File: src/rtl/fetch_unit.sv
// ---------------------------------------------------------------------------
// fetch_unit
//   Instruction fetch stage. Owns the program counter, addresses the RAM
//   fetch port with it, captures the returned word into a small instruction
//   buffer and presents buffered words to decode over a valid/ready
//   handshake. Handles branch redirects, a halt opcode and restart.
//
//   Build option: FETCH_PREFETCH_BUF_EN
//     defined   -> 2-entry prefetch FIFO (fetch runs ahead while decode stalls)
//     undefined -> single-entry buffer register
//
// Ports
//   clk            in   1   rising-edge clock
//   reset_n        in   1   synchronous active-low reset
//   start          in   1   begin / restart fetching at RESET_PC
//   fetch_address  out  16  RAM fetch address (the PC register)
//   fetch_data     in   32  RAM word for fetch_address, same cycle
//   instr_out      out  32  buffer head instruction
//   instr_pc       out  16  address the head instruction came from
//   instr_valid    out  1   buffer non-empty
//   instr_ready    in   1   decode accepts the head this cycle
//   branch_valid   in   1   redirect request
//   branch_target  in   16  redirect address
//   halted         out  1   fetch stopped on a halt opcode
// ---------------------------------------------------------------------------
module fetch_unit #(
    parameter logic [15:0] RESET_PC    = 16'h0000,
    parameter logic [3:0]  HALT_OPCODE = 4'hF
) (
    input  logic        clk,
    input  logic        reset_n,
    input  logic        start,
    output logic [15:0] fetch_address,
    input  logic [31:0] fetch_data,
    output logic [31:0] instr_out,
    output logic [15:0] instr_pc,
    output logic        instr_valid,
    input  logic        instr_ready,
    input  logic        branch_valid,
    input  logic [15:0] branch_target,
    output logic        halted
);

`ifdef FETCH_PREFETCH_BUF_EN
    localparam int unsigned DEPTH = 2;
`else
    localparam int unsigned DEPTH = 1;
`endif
    localparam logic [1:0] DEPTH_C = 2'(DEPTH);

    typedef enum logic [1:0] {
        IDLE = 2'd0,
        RUN  = 2'd1,
        HALT = 2'd2
    } state_t;

    state_t      state_q, state_d;
    logic [15:0] pc_q, pc_d;
    logic [1:0]  count_q, count_d;
    logic [31:0] instr_q [DEPTH];
    logic [31:0] instr_d [DEPTH];
    logic [15:0] ipc_q   [DEPTH];
    logic [15:0] ipc_d   [DEPTH];

    logic       pop;
    logic       space;
    logic [1:0] fill;
    logic       halt_word;

    assign pop       = (count_q != 2'd0) && instr_ready;
    // A slot is free either now or because the head leaves on this edge.
    assign space     = (count_q < DEPTH_C) || pop;
    assign fill      = count_q - 2'(pop);
    assign halt_word = (fetch_data[27:24] == HALT_OPCODE);

    always_comb begin
        state_d = state_q;
        pc_d    = pc_q;
        count_d = count_q;
        instr_d = instr_q;
        ipc_d   = ipc_q;

        if (start) begin
            // Restart wins over a simultaneous branch; buffer is flushed.
            state_d = RUN;
            pc_d    = RESET_PC;
            count_d = 2'd0;
        end else if (branch_valid && (state_q != IDLE)) begin
            // A head handshaking this cycle is already consumed by decode;
            // everything else, including this cycle's fetch_data, is dropped.
            state_d = RUN;
            pc_d    = branch_target;
            count_d = 2'd0;
        end else begin
            if (pop) begin
                for (int i = 0; i < int'(DEPTH) - 1; i++) begin
                    instr_d[i] = instr_q[i+1];
                    ipc_d[i]   = ipc_q[i+1];
                end
                count_d = fill;
            end
            if ((state_q == RUN) && space) begin
                for (int i = 0; i < int'(DEPTH); i++) begin
                    if (i == int'(fill)) begin
                        instr_d[i] = fetch_data;
                        ipc_d[i]   = pc_q;
                    end
                end
                count_d = fill + 2'd1;
                if (halt_word) begin
                    // PC parks on the halt word's own address.
                    state_d = HALT;
                end else begin
                    pc_d = pc_q + 16'd1;
                end
            end
        end
    end

    always_ff @(posedge clk) begin
        if (!reset_n) begin
            state_q <= IDLE;
            pc_q    <= RESET_PC;
            count_q <= 2'd0;
            for (int i = 0; i < int'(DEPTH); i++) begin
                instr_q[i] <= 32'd0;
                ipc_q[i]   <= 16'd0;
            end
        end else begin
            state_q <= state_d;
            pc_q    <= pc_d;
            count_q <= count_d;
            instr_q <= instr_d;
            ipc_q   <= ipc_d;
        end
    end

    assign fetch_address = pc_q;
    assign instr_out     = instr_q[0];
    assign instr_pc      = ipc_q[0];
    assign instr_valid   = (count_q != 2'd0);
    assign halted        = (state_q == HALT);

endmodule

File: config.mk
export PLATFORM = sky130hd
export DESIGN_NAME = fetch_unit
export DESIGN_NICKNAME = d
export VERILOG_FILES = /design/src/rtl/fetch_unit.sv
export SDC_FILE = /design/constraint.sdc
export NUM_CORES = 1
export LEC_CHECK = 0
export ABC_AREA = 0
export CAP_MARGIN = 10
export CORE_MARGIN = 5
export CORE_UTILIZATION = 44
export CTS_CLUSTER_DIAMETER = 120
export CTS_CLUSTER_SIZE = 12
export DETAILED_ROUTE_END_ITERATION = 8
export PLACE_DENSITY = 0.81
export SYNTH_ARGS = -nofsm -noshare
export SYNTH_HDL_FRONTEND = slang
export SYNTH_SLANG_ARGS = --single-unit
File: constraint.sdc
create_clock -name clk -period 2.4 [get_ports clk]
set_clock_uncertainty 0.05 [all_clocks]
set_input_delay 0.24 -clock clk [delete_from_list [all_inputs] [get_ports clk]]
set_output_delay 0.24 -clock clk [all_outputs]
set_load 0.02 [all_outputs]
==> impl_metrics.toml <==
[detailed_routing]
post_drt_via_cell_ratio = 5.63
wl_per_cell_um = 16.6
antenna_left = 0
drtPass1Iterations = 4
vias = 3332
wl_um = 9850
drt-initial-drc-count = 185
drc_errors = 0

[clocking]
post_cts_buffers = 0
cts_root_buf = "clkbuf_8"
htreeDepth = 3
clk_path_buf_depth = 2
cts_made_buffers = 9
ctsHoldBuffers = 0
cts_tree = "built"
worst_skew_pair.late_latency_ps = 350
cts_sinks = 68
ctsResizeCount = 0
path_clk_slew_ps = 70

[final_layout]
layout-drive-gt1-share = 0.0852
areaGrowthSynthToFinish_pct = 47.2
multi_input_area_um2 = 1670
antenna_cells = 0
nets = 543
fillCellCount = 622
register_area_um2 = 1360

[global_route]
met2_usage = 0.335
gr-total-overflow = 0
grt_use_met1 = 0.277
first_global_vias = 3089
grt_antenna_before_repair = 0
grt_pass1_wl_um = 15100
met3_usage = 0.0489
grt_start_max_net_pins = 50
grt_usage = 0.211
busiest_layer = "met2"

[yosys]
synthArstFlopShare = 0
yosys.area.top_type = "dfxtp_1"
netlist_instances = 376
synthDistinctLibCells = 44
synth_commonest_cells = "dfxtp_1, nand3_1, o21ai_1"
synth_most_common_cell = "dfxtp_1"
syn_nets = 431
ys_warn_count = 0
synth_top_area_share = 0.427
synth_seq_cells = 68
synth_edf_count = 0
synthFlopType = "dfxtp_1"
syn_area_um2 = 3190
seq_area_frac_synth = 0.427
yosys-top-cells-area = "dfxtp_1, a21boi_1, nand3_1"
synth_area_per_cell_um2 = 8.49

[min_path]
hp-start = "fetch_data[15]"
whs_endpoint = "instr_out[15]$_SDFFE_PN0P_"
hold_depth = 3
hold_class = "input pin to flop"

[floorplan]
row_count = 31
core_area_um2 = 7140
die_h_um = 95.2
io_pins = 119
die_w_um = 95.2
die_area_um2 = 9050
start_util = 0.447

[sta]
report.final.slew_viol_count = 0
tightestPinTransition_ps = 509
setup_slack_ps = 297
maxSlewHeadroom = 0.660
setup_violations = 0
finalHoldViolCount = 0
rsz0062_at_grt = "no"
max_freq_mhz = 476
period_share = 0.876
final.setup.tns_ps = 0
fin_crit_ps = 2100

[placement]
dp_hpwl_um = 6840
portBuffers = 118
dp_slack_ps = 221
routabilityCongestion = 0.837

[worst_setup_path]
rr_endpoint = "instr_pc[1]$_SDFFE_PN0P_"
rrSetupSlack_ps = 300
cp.required_ps = 2630
reg2reg_depth = 7
end_kind = "flop"
r2r_start = "count_q[0]$_SDFFE_PP0P_"
crit_type = "flop to flop"
critPathMaxFanout = 27
cp.arrival_ps = 2330
worstSetupStartpointType = "flop"

[status]
status = "finished, final reports clean"

[power_and_ir_drop]
leakagePower_nw = 1.61
p_per_area_nw_per_um2 = 573
total_power_mw = 2.69
peakVddDrop_uv = 271

[job]
cap_viol_max_count = 0
[cells by family after synthesis]
| group | Yosys count | share of synthesized area |
|---|---|---|
| compound gates | 131 | 0.273 |
| xor+xnor | 5 | 0.0137 |
| fa+ha+maj | 2 | 0.00784 |
| buf+inv | 37 | 0.0529 |
| flops | 68 | 0.427 |
| simple gates | 133 | 0.226 |
[layer usage]
metal / up-vias / share of wire
li1: 1624 / -
met1: 1572 / 0.42
met2: 127 / 0.48
met3: 9 / 0.081
met4: 0 / 0.014
met5: - / 0
[report_power, final]
| group | total [mW] | internal (mW) | switching, mW |
|---|---|---|---|
| Combinational | 0.458 | 0.211 | 0.247 |
| Clock | 1.04 | 0.613 | 0.427 |
| Sequential | 1.19 | 1.16 | 0.0284 |
[flip-flops by register name (all words and copies together) (netlist names)]
signal         count
fetch_address     16
instr_out         32
count_q            2
state_q            2
instr_pc          16
[metrics by stage]
| step | hold slack (ps) | cells | instance area (um2) | util |
|---|---|---|---|---|
| after global placement | 414 | 576 | 4480 | 0.627 |
| after CTS | 392 | 592 | 4700 | 0.658 |
| after detailed placement | 420 | 576 | 4480 | 0.627 |
| after floorplan | 299 | 376 | 3190 | - |
| final | 397 | 592 | 4700 | 0.658 |
| after global routing | 399 | 592 | 4700 | 0.658 |
[cell usage in the layout (no fill, tap or decap), drive strengths merged, types with 3 or more instances in the layout]
master | netlist | layout
nand4 | 8 | 8
a221o | 5 | 5
nor2 | 11 | 11
or4 | 5 | 5
buf | 17 | 17
and3 | 9 | 9
xor2 | 3 | 3
nand3 | 63 | 63
nor4 | 3 | 3
dfxtp | 68 | 68
nor3 | 4 | 4
clkdlybuf4s50 | 0 | 118
inv | 3 | 3
a21boi | 49 | 49
a31oi | 5 | 5
o41a | 3 | 3
o21ai | 57 | 57
nand2 | 16 | 16
o31ai | 3 | 3
clkbuf | 17 | 12
[area by class of cell]
| class | instances | area share |
|---|---|---|
| Clock buffer | 12 | 0.0309 |
| Timing Repair Buffer | 135 | 0.279 |
| Inverter | 3 | 0.00240 |
| Clock inverter | 4 | 0.0155 |
| Multi-Input combinational cell | 271 | 0.356 |
| Tap cell | 99 | 0.0264 |
| Sequential cell | 68 | 0.290 |
[worst max-delay path by stage]
stage / depth (start not counted) / start / slack, ps / endpoint
after global placement: 5 / instr_ready / 320 / fetch_address[15]$_SDFFE_PP0P_
after CTS: 7 / count_q[0]$_SDFFE_PP0P_ / 300 / instr_out[29]$_SDFFE_PN0P_
after floorplan: 8 / count_q[1]$_SDFFE_PP0P_ / 340 / instr_pc[0]$_SDFFE_PN0P_
final: 7 / count_q[0]$_SDFFE_PP0P_ / 300 / instr_pc[1]$_SDFFE_PN0P_
after detailed placement: 7 / instr_ready / 220 / instr_out[29]$_SDFFE_PN0P_
after global routing: 7 / count_q[0]$_SDFFE_PP0P_ / 160 / instr_pc[4]$_SDFFE_PN0P_
[critical path, stage by stage (launching register included)]
cell,delay [ps]
dfxtp_1,350
or2_2,310
and2_1,170
ha_1,380
and3_2,220
buf_4,280
nand3_1,120
a21boi_1,140
Note: power is estimated with default switching activity, not from simulation.
